### src/rtl/idct_pixel_collector_if.sv
// idct_pixel_collector_if
// Bundles the IDCT capture side (done_in/din), the valid/ready pixel stream
// toward the frame writer, and the collector's status outputs.
//   master : IDCT source + frame writer side (drives done_in, din, out_ready)
//   slave  : the collector itself
interface idct_pixel_collector_if #(
    parameter int DW = 32
);
    logic          done_in;
    logic [DW-1:0] din;
    logic          out_valid;
    logic          out_ready;
    logic [7:0]    out_pix;
    logic          out_last;
    logic [15:0]   blk_count;
    logic          ovf;
    logic          short_err;

    modport master (
        output done_in, din, out_ready,
        input  out_valid, out_pix, out_last, blk_count, ovf, short_err
    );

    modport slave (
        input  done_in, din, out_ready,
        output out_valid, out_pix, out_last, blk_count, ovf, short_err
    );
endinterface

### src/rtl/idct_pixel_collector.sv
// idct_pixel_collector
// Hardware sink for the IDCT output stream. Each done_in-framed burst of BLK
// samples is reduced to 8-bit pixels and written into one bank of a two-bank
// ping-pong store; full banks are replayed in address order on a valid/ready
// stream. A burst arriving while both banks are occupied is dropped (sticky
// ovf); a burst that ends early is discarded (sticky short_err).
//
// Optional feature macro: PIX_SAT_EN
//   defined   : pixel saturates (negative sample -> 0, overflow above the
//               field -> 255)
//   undefined : plain truncation of din[PIX_LSB+7:PIX_LSB]
module idct_pixel_collector #(
    parameter int DW      = 32,
    parameter int PIX_LSB = 10,
    parameter int BLK     = 64
) (
    input logic                   clk,
    input logic                   reset,
    idct_pixel_collector_if.slave bus
);

    localparam int            AW        = $clog2(BLK);
    localparam logic [AW-1:0] LAST_ADDR = AW'(BLK - 1);

    typedef enum logic [1:0] {
        W_IDLE,
        W_FILL,
        W_DROP
    } wr_state_t;

    typedef enum logic {
        R_IDLE,
        R_STREAM
    } rd_state_t;

    wr_state_t     wr_state;
    rd_state_t     rd_state;

    logic [AW-1:0] wcnt;
    logic [AW-1:0] rcnt;
    logic [AW-1:0] rcnt_next;
    logic          wr_bank;
    logic          rd_bank;
    logic [1:0]    bank_full;

    logic [7:0]    mem [0:2*BLK-1];

    logic [7:0]    pix_in;
    logic          hs;
    logic          last_hs;
    logic          wr_free;
    logic          start_fill;
    logic          fill_done;
    logic          wr_en;
    logic [AW:0]   wr_addr;
    logic [AW:0]   rd_addr;

    logic          out_valid_r;
    logic [7:0]    out_pix_r;
    logic          out_last_r;
    logic [15:0]   blk_count_r;
    logic          ovf_r;
    logic          short_err_r;

`ifdef PIX_SAT_EN
    // Saturating pixel extraction: sign bit clamps to black, any magnitude
    // above the pixel field clamps to white.
    always_comb begin
        if (bus.din[DW-1]) begin
            pix_in = 8'h00;
        end else if (|(bus.din[DW-2:0] >> (PIX_LSB + 8))) begin
            pix_in = 8'hFF;
        end else begin
            pix_in = 8'(bus.din >> PIX_LSB);
        end
    end
`else
    // Truncating pixel extraction, bit-exact with the legacy capture path.
    assign pix_in = 8'(bus.din >> PIX_LSB);
`endif

    assign rcnt_next = rcnt + AW'(1);

    // Handshake strobes and bank bookkeeping shared by both FSMs. A bank whose
    // last pixel leaves this very cycle already counts as free for a new burst.
    always_comb begin
        hs         = (rd_state == R_STREAM) && out_valid_r && bus.out_ready;
        last_hs    = hs && (rcnt == LAST_ADDR);
        wr_free    = !bank_full[wr_bank] || (last_hs && (rd_bank == wr_bank));
        start_fill = (wr_state == W_IDLE) && bus.done_in && wr_free;
        fill_done  = (wr_state == W_FILL) && bus.done_in && (wcnt == LAST_ADDR);
        wr_en      = start_fill || ((wr_state == W_FILL) && bus.done_in);
        wr_addr    = {wr_bank, wcnt};
    end

    // Address of the pixel to present next: the next word of the current
    // bank, or word 0 of the other bank when a block just completed.
    always_comb begin
        rd_addr = {rd_bank, {AW{1'b0}}};
        if (hs) begin
            if (rcnt != LAST_ADDR) begin
                rd_addr = {rd_bank, rcnt_next};
            end else begin
                rd_addr = {~rd_bank, {AW{1'b0}}};
            end
        end
    end

    // Pixel store: plain write port, no reset so it maps onto RAM.
    always_ff @(posedge clk) begin
        if (wr_en) begin
            mem[wr_addr] <= pix_in;
        end
    end

    // Bank full flags: set by the write side on the 64th capture, cleared by
    // the read side on the last handshake. The two never target one bank.
    always_ff @(posedge clk) begin
        if (reset) begin
            bank_full <= 2'b00;
        end else begin
            if (fill_done) begin
                bank_full[wr_bank] <= 1'b1;
            end
            if (last_hs) begin
                bank_full[rd_bank] <= 1'b0;
            end
        end
    end

    // Write FSM: frames bursts, fills one bank, drops excess and orphan samples.
    always_ff @(posedge clk) begin
        if (reset) begin
            wr_state    <= W_IDLE;
            wcnt        <= '0;
            wr_bank     <= 1'b0;
            ovf_r       <= 1'b0;
            short_err_r <= 1'b0;
        end else begin
            case (wr_state)
                W_IDLE: begin
                    if (bus.done_in) begin
                        if (wr_free) begin
                            wcnt     <= AW'(1);
                            wr_state <= W_FILL;
                        end else begin
                            ovf_r    <= 1'b1;
                            wr_state <= W_DROP;
                        end
                    end
                end
                W_FILL: begin
                    if (!bus.done_in) begin
                        wcnt        <= '0;
                        short_err_r <= 1'b1;
                        wr_state    <= W_IDLE;
                    end else if (wcnt == LAST_ADDR) begin
                        wcnt     <= '0;
                        wr_bank  <= ~wr_bank;
                        wr_state <= W_DROP;
                    end else begin
                        wcnt <= wcnt + AW'(1);
                    end
                end
                W_DROP: begin
                    if (!bus.done_in) begin
                        wr_state <= W_IDLE;
                    end
                end
                default: begin
                    wr_state <= W_IDLE;
                end
            endcase
        end
    end

    // Read FSM: presents one pixel per handshake, chains directly into the
    // other bank when it is already full, and counts completed blocks.
    always_ff @(posedge clk) begin
        if (reset) begin
            rd_state    <= R_IDLE;
            rcnt        <= '0;
            rd_bank     <= 1'b0;
            out_valid_r <= 1'b0;
            out_pix_r   <= 8'h00;
            out_last_r  <= 1'b0;
            blk_count_r <= 16'h0000;
        end else begin
            case (rd_state)
                R_IDLE: begin
                    if (bank_full[rd_bank]) begin
                        out_pix_r   <= mem[rd_addr];
                        out_valid_r <= 1'b1;
                        out_last_r  <= (LAST_ADDR == '0);
                        rcnt        <= '0;
                        rd_state    <= R_STREAM;
                    end
                end
                R_STREAM: begin
                    if (hs) begin
                        if (rcnt != LAST_ADDR) begin
                            rcnt       <= rcnt_next;
                            out_pix_r  <= mem[rd_addr];
                            out_last_r <= (rcnt_next == LAST_ADDR);
                        end else begin
                            rcnt        <= '0;
                            rd_bank     <= ~rd_bank;
                            blk_count_r <= blk_count_r + 16'd1;
                            out_last_r  <= 1'b0;
                            if (bank_full[~rd_bank]) begin
                                out_pix_r <= mem[rd_addr];
                            end else begin
                                out_valid_r <= 1'b0;
                                rd_state    <= R_IDLE;
                            end
                        end
                    end
                end
                default: begin
                    rd_state <= R_IDLE;
                end
            endcase
        end
    end

    assign bus.out_valid = out_valid_r;
    assign bus.out_pix   = out_pix_r;
    assign bus.out_last  = out_last_r;
    assign bus.blk_count = blk_count_r;
    assign bus.ovf       = ovf_r;
    assign bus.short_err = short_err_r;

endmodule

### src/flat_wrapper.sv
// flat-port wrapper written by rule: the top's interface ports become plain ports
module idct_pixel_collector_flat 
#(
    parameter int DW      = 32,
    parameter int PIX_LSB = 10,
    parameter int BLK     = 64
)
  (clk, reset, bus_done_in, bus_din, bus_out_ready, bus_out_valid, bus_out_pix, bus_out_last, bus_blk_count, bus_ovf, bus_short_err);
  idct_pixel_collector_if #(.DW(DW)) bus_i ();
  input logic clk;
  input logic reset;
  input wire logic [$bits(bus_i.done_in)-1:0] bus_done_in;
  input wire logic [$bits(bus_i.din)-1:0] bus_din;
  input wire logic [$bits(bus_i.out_ready)-1:0] bus_out_ready;
  output wire logic [$bits(bus_i.out_valid)-1:0] bus_out_valid;
  output wire logic [$bits(bus_i.out_pix)-1:0] bus_out_pix;
  output wire logic [$bits(bus_i.out_last)-1:0] bus_out_last;
  output wire logic [$bits(bus_i.blk_count)-1:0] bus_blk_count;
  output wire logic [$bits(bus_i.ovf)-1:0] bus_ovf;
  output wire logic [$bits(bus_i.short_err)-1:0] bus_short_err;
  assign bus_i.done_in = bus_done_in;
  assign bus_i.din = bus_din;
  assign bus_i.out_ready = bus_out_ready;
  assign bus_out_valid = bus_i.out_valid;
  assign bus_out_pix = bus_i.out_pix;
  assign bus_out_last = bus_i.out_last;
  assign bus_blk_count = bus_i.blk_count;
  assign bus_ovf = bus_i.ovf;
  assign bus_short_err = bus_i.short_err;
  idct_pixel_collector #(.DW(DW), .PIX_LSB(PIX_LSB), .BLK(BLK)) u_core (.clk(clk), .reset(reset), .bus(bus_i));
endmodule
### config.mk
export PLATFORM = sky130hd
export DESIGN_NAME = idct_pixel_collector_flat
export DESIGN_NICKNAME = d
export VERILOG_FILES = /design/src/rtl/idct_pixel_collector_if.sv /design/src/rtl/idct_pixel_collector.sv /design/src/flat_wrapper.sv
export SDC_FILE = /design/constraint.sdc
export NUM_CORES = 1
export LEC_CHECK = 0
export ABC_CLOCK_PERIOD_IN_PS = 5450
export CORE_MARGIN = 5
export CORE_UTILIZATION = 37
export DETAILED_ROUTE_END_ITERATION = 8
export DONT_BUFFER_PORTS = 1
export PLACE_DENSITY_LB_ADDON = 0.15
export SLEW_MARGIN = 5
export SYNTH_ARGS = -nofsm -noshare
export SYNTH_HDL_FRONTEND = slang
export SYNTH_SLANG_ARGS = --single-unit
### constraint.sdc
create_clock -name clk -period 5.45 [get_ports clk]
set_clock_uncertainty 0.15 [all_clocks]
set_input_delay 1.09 -clock clk [delete_from_list [all_inputs] [get_ports clk]]
set_output_delay 1.09 -clock clk [all_outputs]
set_load 0.05 [all_outputs]
==> out/summary.log, run 1 <==
INFO  run_status     status=completed
INFO  route          routed_wire_length_per_instance=28.6µm
INFO  worst_setup_path timing_worst_setup_path_type=flip-flop to flip-flop
INFO  power_and_ir_drop vdd_drop_max=0.000232V
INFO  worst_setup_path worstSetupEndpointType=flip-flop
INFO  timing         timing_worst_slew_pin_value=1180ps
INFO  synthesis      ys_types=78
INFO  power_and_ir_drop power_per_cell_area=346nW/µm²
INFO  worst_setup_path crit_path_max_fanout=10
INFO  power_and_ir_drop leakage=14.5nW
INFO  global_route   maximum_number_of_pins_on_one_net_before_global_route_repair=134
INFO  synthesis      sequential_to_total_area_share_from_yosys_stat=75.1%
INFO  route          post-route-drc-count=0
INFO  synthesis      asyncSetResetFlopFracSynth=0%
INFO  route          antenna_left=0
INFO  clock_network  root_buffer=sky130_fd_sc_hd__clkbuf_16
INFO  clock_network  cts_resized=0
INFO  place          post-dp-hpwl=76300µm
INFO  route          route.vias.total=26.0k
INFO  floorplan      die-height=348µm
INFO  worst_setup_path cp_cell_sequence=ha_1, nand3_4, nor4_1, nor3b_1, a31oi_1, nor2_1, nor3_4, nand2_1, buf_4, nor2_1
INFO  route          firstDrtPassIters=5
INFO  worst_setup_path cp_delay_by_family_top=simple AND/OR/NAND/NOR gates
INFO  floorplan      floorplan_core_area=114000µm²
INFO  route          finalWirelength=126000µm
INFO  synthesis      yosys_warnings=0
INFO  synthesis      number_of_enable_flip_flop_cells_after_synthesis=1024
INFO  timing         layout_min_cycle_time=4550ps
INFO  clock_network  cts_post_setup_buffers_inserted=0
INFO  cells_and_area nFillCells=10.3k
INFO  clock_network  tritoncts=built
INFO  synthesis      count_of_mapped_cells_out_of_synthesis=2839
INFO  worst_setup_path max_stage_delay=630ps
INFO  clock_network  cts_buf_count=114
INFO  clock_network  cts.clk_slew.worst_paths=60ps
INFO  route          post_drt_via_cell_ratio=5.88
INFO  place          numPortBuffers=0
INFO  clock_network  ctsHoldBuffers=0
INFO  worst_setup_path critical_path.startpoint_type=flip-flop
INFO  synthesis      syn_nets=2879
INFO  floorplan      number_of_placement_rows=124
INFO  floorplan      pin_count=64
INFO  clock_network  cts_htree_levels=3
INFO  timing         timing.final.crit_share=83.5%
INFO  route          dr.first_iter.drc_count=2548
INFO  global_route   vias_in_the_first_global_route=25.7k
INFO  global_route   number_of_antenna_violations_at_the_first_check_in_global_routing=3
INFO  global_route   remaining_global_route_overflow=0
INFO  synthesis      synth_flop_cell=sky130_fd_sc_hd__edfxtp_1
INFO  run            max-cap-violations=0
INFO  worst_setup_path cp_common_cell=sky130_fd_sc_hd__nor2_1
INFO  clock_network  clock_insertion_delay_worst_skew=690ps
INFO  cells_and_area post_route_cells_drive_above_1_share=10.6%
INFO  timing         final.setup.tns=0ps
INFO  synthesis      flops_latches_synth=1071
INFO  worst_setup_path crit_required=5620ps
INFO  timing         final-hold-violation-count=0
INFO  timing         maxClockFrequency=0.220GHz
INFO  worst_setup_path crit_buf_inv=1
INFO  place          place.gp.congestion=0.820
INFO  floorplan      floorplan.initialDensity=37.1%
INFO  floorplan      fp.dieW=348µm
INFO  clock_network  ctsLongestPathBuffers=3
INFO  timing         worst_slew_margin_rel=20.1%
INFO  timing         rsz0062_at_grt=false
INFO  cells_and_area num-nets-final=2861
INFO  hold_path      hold_class=primary input to flip-flop
INFO  cells_and_area finish.utilization=41.8%
INFO  clock_network  cts.sinks=1071
INFO  global_route   first_pass_grt_wire_length=183000µm
INFO  cells_and_area area_growth_syn_to_layout=12.8%
INFO  synthesis      syn_area_per_cell=14.9µm²
INFO  floorplan      dieArea=121000µm²
INFO  synthesis      netlist_area=42200µm²
INFO  global_route   globalRouteTotalUtil=20.4%
INFO  worst_setup_path crit_path_top_delay_cell=sky130_fd_sc_hd__nor2_1
INFO  timing         slew_violations=0
INFO  timing         final-setup-viol-count=0
INFO  worst_setup_path cp.arrival=4720ps
-- per-stage QoR --
stage / worst slack, ps / area [µm²] / power, mW / hold WS [ps] / cells
floorplan: 1470 / 42200 / 9.23 / 317 / 2839
global placement: 687 / 44100 / 9.24 / 358 / 4217
detailed placement: 707 / 44100 / 9.24 / 352 / 4217
CTS: 926 / 47600 / 16.6 / 315 / 4417
global route: 670 / 47600 / 17.0 / 305 / 4417
finish: 899 / 47600 / 16.5 / 352 / 4420
-- synthesized netlist by cell type, types with 12 or more instances --
master,number,area (µm²)
sky130_fd_sc_hd__o22ai_1,223,1400
sky130_fd_sc_hd__nor4_1,37,231
sky130_fd_sc_hd__o311ai_0,13,114
sky130_fd_sc_hd__a2111oi_0,38,333
sky130_fd_sc_hd__edfxtp_1,1024,30700
sky130_fd_sc_hd__o2111ai_1,14,123
sky130_fd_sc_hd__a21oi_1,130,651
sky130_fd_sc_hd__dfxtp_1,47,941
sky130_fd_sc_hd__clkbuf_1,127,477
sky130_fd_sc_hd__mux2_2,46,518
sky130_fd_sc_hd__a31oi_1,26,163
sky130_fd_sc_hd__nand2_1,140,526
sky130_fd_sc_hd__mux2i_1,78,781
sky130_fd_sc_hd__a221oi_1,12,105
sky130_fd_sc_hd__buf_2,54,270
sky130_fd_sc_hd__o41ai_1,15,131
sky130_fd_sc_hd__a211oi_1,21,158
sky130_fd_sc_hd__nand3_1,38,190
sky130_fd_sc_hd__nor2_1,275,1030
sky130_fd_sc_hd__and2_1,29,181
sky130_fd_sc_hd__a22oi_1,14,105
sky130_fd_sc_hd__nor3_1,59,295
sky130_fd_sc_hd__buf_1,27,101
sky130_fd_sc_hd__o21ai_0,81,405
sky130_fd_sc_hd__xor2_1,13,114
sky130_fd_sc_hd__o221ai_1,95,832
-- cells in the final DEF, fill, tap and decap left out, drive strengths merged, types with 26 or more instances in the layout --
master | Yosys | layout
o221ai | 95 | 95
nor3 | 61 | 61
nand3 | 40 | 40
a31oi | 26 | 26
and2 | 29 | 29
nand2 | 140 | 140
a2111oi | 38 | 38
edfxtp | 1024 | 1024
clkbuf | 127 | 156
o22ai | 223 | 223
buf | 87 | 80
mux2i | 78 | 78
nor2 | 275 | 275
mux2 | 47 | 47
o21ai | 83 | 83
clkinv | 0 | 36
nor4 | 37 | 37
dfxtp | 47 | 47
a21oi | 131 | 131
-- registers in the layout, indices dropped and copies added (netlist names) --
signal                flops
u_core.mem             1024
u_core.bus.blk_count     16
u_core.bus.out_pix        8
u_core.rcnt               6
u_core.wcnt               6
u_core.bank_full          2
u_core.wr_state           2
u_core.bus.out_last       1
u_core.bus.out_valid      1
u_core.bus.ovf            1
u_core.bus.short_err      1
u_core.rd_bank            1
u_core.rd_state           1
u_core.wr_bank            1
-- logic make-up after synthesis --
group	share of synthesized area (%)
AOI/OAI and AO/OA	12.0
DFF	75.1
and+or+nand+nor	7.14
xor gates and xnor gates	0.394
adders and majority gates	0.119
buffers and inverters	2.21
muxes	3.10
-- area by class of cell --
cell class	count	area (µm²)	area share (%)
Timing Repair Buffer	80	726	1.52
Tap cell	1512	1890	3.97
Antenna cell	3	7.51	0.0158
Sequential cell	1071	31700	66.5
Clock buffer	156	3190	6.69
Clock inverter	44	369	0.775
Inverter	9	35.0	0.0735
Multi-Input combinational cell	1545	9730	20.4
-- per-layer routing --
layer | track usage [%] | wire length [µm]
met1 | 28.5 | 55000
met2 | 32.8 | 59400
met3 | 4.33 | 9270
met4 | 5.01 | 2790
met5 | 0 | 27
-- final timing paths --
check,cells past startpoint,endpoint,from,slack [ps]
max,10,u_core.mem[127][4]$_DFFE_PP_,u_core.rcnt[1]$_SDFFE_PP0P_,900
min,1,u_core.rcnt[4]$_SDFFE_PP0P_,reset,350
max reg2reg,10,u_core.mem[127][4]$_DFFE_PP_,u_core.rcnt[1]$_SDFFE_PP0P_,900
min reg2reg,1,u_core.wcnt[4]$_SDFFE_PP0P_,u_core.wcnt[4]$_SDFFE_PP0P_,360
-- power by group --
part | internal [mW] | switching, mW | total [mW]
combinational | 0.0107 | 0.0328 | 0.0435
clock | 4.30 | 3.14 | 7.43
sequential | 9.02 | 0.00753 | 9.02
total | 13.3 | 3.18 | 16.5
(Power assumes the default switching activity.)
==> inputs of run 2 (changes only) <==
Settings changed: ABC_CLOCK_PERIOD_IN_PS 5450 to 3810.
Clock period 5.45 ns to 3.81 ns, I/O delays scaled along.
==> run 2 against run 1 <==
Compared with the run above: final cell count grew 5.7%; critical endpoint is now u_core.bus.out_pix[0]$_SDFFE_PP0P_; design area grew 4.8%; register-to-register slack worse by 800 ps; largest power group unchanged; first-iteration DRC count is 4.2% higher; global-route usage up 0.43 points; routed wire length rose by 1.9%.
==> out/summary.log, run 2 (synthesized netlist as in run 1, its figures left out) <==
INFO  worst_setup_path worstSetupEndpointType=flip-flop
INFO  clock_network  ctsLongestPathBuffers=3
INFO  clock_network  cts.clk_slew.worst_paths=60ps
INFO  route          dr.first_iter.drc_count=2655
INFO  global_route   globalRouteTotalUtil=20.8%
INFO  worst_setup_path cp.arrival=4110ps
INFO  worst_setup_path timing_worst_setup_path_type=flip-flop to flip-flop
INFO  place          placed_cells=4450
INFO  cells_and_area largest_reg_flops=1024
INFO  clock_network  cts_htree_levels=3
INFO  worst_setup_path critical_path.startpoint_type=flip-flop
INFO  floorplan      floorplan_core_area=114000µm²
INFO  timing         layout_min_cycle_time=3720ps
INFO  cells_and_area post_route_cells_drive_above_1_share=17.6%
INFO  route          route.vias.total=26.8k
INFO  timing         timing_worst_slew_pin_value=1000ps
INFO  power_and_ir_drop leakage=15.9nW
INFO  worst_setup_path crit_path_max_fanout=57
INFO  route          routed_wire_length_per_instance=27.6µm
INFO  global_route   vias_in_the_first_global_route=26.6k
INFO  timing         final-hold-violation-count=0
INFO  cells_and_area design_area=49900µm²
INFO  place          place.gp.congestion=0.840
INFO  worst_setup_path timing.reg2reg.worst_path_depth=13
INFO  timing         rsz0062_at_grt=false
INFO  place          placed_cell_area=46100µm²
INFO  cells_and_area num-nets-final=3108
INFO  floorplan      fp.dieW=348µm
INFO  floorplan      dieArea=121000µm²
INFO  cells_and_area final_common_cell=sky130_fd_sc_hd__edfxtp_1
INFO  run            max-cap-violations=0
INFO  place          post-dp-hpwl=78100µm
INFO  clock_network  clock_insertion_delay_worst_skew=680ps
INFO  timing         slew_violations=0
INFO  hold_path      hold_class=primary input to flip-flop
INFO  route          post-route-drc-count=0
INFO  timing         maxClockFrequency=0.269GHz
INFO  hold_path      holdPathStages=0
INFO  route          firstDrtPassIters=5
INFO  cells_and_area regMostFlops=u_core.mem
INFO  timing         setup_slack=94.8ps
INFO  floorplan      number_of_placement_rows=124
INFO  floorplan      die-height=348µm
INFO  timing         worst_slew_margin_rel=33.1%
INFO  power_and_ir_drop vdd_drop_max=0.000423V
INFO  global_route   maximum_number_of_pins_on_one_net_before_global_route_repair=129
INFO  cells_and_area finalNonFillerCells=4674
INFO  power_and_ir_drop power_per_cell_area=473nW/µm²
INFO  cells_and_area area_growth_syn_to_layout=18.2%
INFO  clock_network  cts.sinks=1071
INFO  global_route   number_of_antenna_violations_at_the_first_check_in_global_routing=3
INFO  place          numPortBuffers=0
INFO  route          post_drt_via_cell_ratio=5.74
INFO  route          finalWirelength=129000µm
INFO  floorplan      floorplan.initialDensity=37.1%
INFO  worst_setup_path crit_required=4210ps
INFO  global_route   remaining_global_route_overflow=0
INFO  timing         timing.final.crit_share=97.5%
INFO  run_status     status=completed
INFO  cells_and_area highest_count_cells_in_the_layout_ignoring_fill_and_taps=sky130_fd_sc_hd__edfxtp_1 (1024), sky130_fd_sc_hd__buf_4 (282), sky130_fd_sc_hd__nor2_1 (273)
INFO  clock_network  tritoncts=built
INFO  timing         final-setup-viol-count=0
INFO  global_route   first_pass_grt_wire_length=186000µm
INFO  place          detailedPlace.worstSlack=-147ps
INFO  route          antenna_left=0
INFO  floorplan      pin_count=64
INFO  clock_network  cts_buf_count=113
INFO  clock_network  root_buffer=sky130_fd_sc_hd__clkbuf_16
[run 2: cell count changes in the layout (fill, tap and decap cells not counted), moves of 4 or more]
| cell | delta |
|---|---|
| sky130_fd_sc_hd__buf_4 | +212 |
| sky130_fd_sc_hd__dlygate4sd3_1 | +9 |
| sky130_fd_sc_hd__o311ai_0 | +4 |
| sky130_fd_sc_hd__o311ai_1 | -4 |
| sky130_fd_sc_hd__clkbuf_16 | -4 |
| sky130_fd_sc_hd__clkinv_1 | +5 |
| sky130_fd_sc_hd__buf_12 | +26 |
[run 2: layout make-up]
| cell class | instances | area [µm²] |
|---|---|---|
| clock inverter | 54 | 444 |
| inverter | 9 | 36.3 |
| multi-input combinational | 1545 | 9770 |
| sequential | 1071 | 31700 |
| clock buffer | 153 | 3110 |
| fill | 10211 | 64000 |
| antenna | 2 | 5.00 |
| timing repair buffer | 328 | 2960 |
| tap | 1512 | 1890 |
[run 2: final timing paths]
kind	slack, ps	endpoint	startpoint
worst max register to register	90	u_core.bus.out_pix[0]$_SDFFE_PP0P_	u_core.rcnt[0]$_SDFFE_PP0P_
worst min-delay path	60	u_core.mem[108][5]$_DFFE_PP_	bus_din[15]
worst min register to register	360	u_core.wcnt[4]$_SDFFE_PP0P_	u_core.wcnt[4]$_SDFFE_PP0P_
worst max-delay path	90	u_core.bus.out_pix[0]$_SDFFE_PP0P_	u_core.rcnt[0]$_SDFFE_PP0P_
[run 2: worst max-delay path, stage by stage, from the launching register on]
cell                       delay (ps)
sky130_fd_sc_hd__dfxtp_4          370
sky130_fd_sc_hd__buf_12           220
sky130_fd_sc_hd__and4b_1          390
sky130_fd_sc_hd__o211ai_1         190
sky130_fd_sc_hd__buf_4            210
sky130_fd_sc_hd__buf_12           160
sky130_fd_sc_hd__buf_12           180
sky130_fd_sc_hd__o22ai_1          240
sky130_fd_sc_hd__o41ai_1          120
sky130_fd_sc_hd__buf_4            160
sky130_fd_sc_hd__a21oi_1          310
sky130_fd_sc_hd__o311ai_1         160
sky130_fd_sc_hd__buf_4            170
sky130_fd_sc_hd__or4_1            530
[run 2: layer usage]
layer | global-route usage [%] | vias to the layer above | routed length, µm
li1 | - | 11843 | -
met1 | 28.8 | 13688 | 54600
met2 | 33.5 | 1079 | 60100
met3 | 4.11 | 208 | 10100
met4 | 6.15 | 2 | 4090
met5 | 0 | - | 13
[run 2: per-stage QoR]
step	TNS, ps	utilization, %	hold slack (ps)	total power, mW
floorplan	0	-	317	13.2
global placement	-135	40.5	345	13.2
detailed placement	-542	40.5	356	13.2
CTS	0	43.7	9.40	23.8
global route	0	43.8	1.05	24.3
finish	0	43.8	58.9	23.6
[run 2: repair_timing]
item	CTS	global route
setup buffers	4	2
endpoints found under the setup margin	9	443
cloned	0	0
pin swaps	1	2
hold buffers	7	2
resized for setup	1	8
endpoints found under the hold margin	8	14
[run 2: report_power, final]
part	leakage, nW	switching [mW]	total (mW)	internal, mW
sequential	9.59	0.0107	12.9	12.9
combinational	4.61	0.0662	0.0959	0.0297
clock	1.73	4.43	10.6	6.15
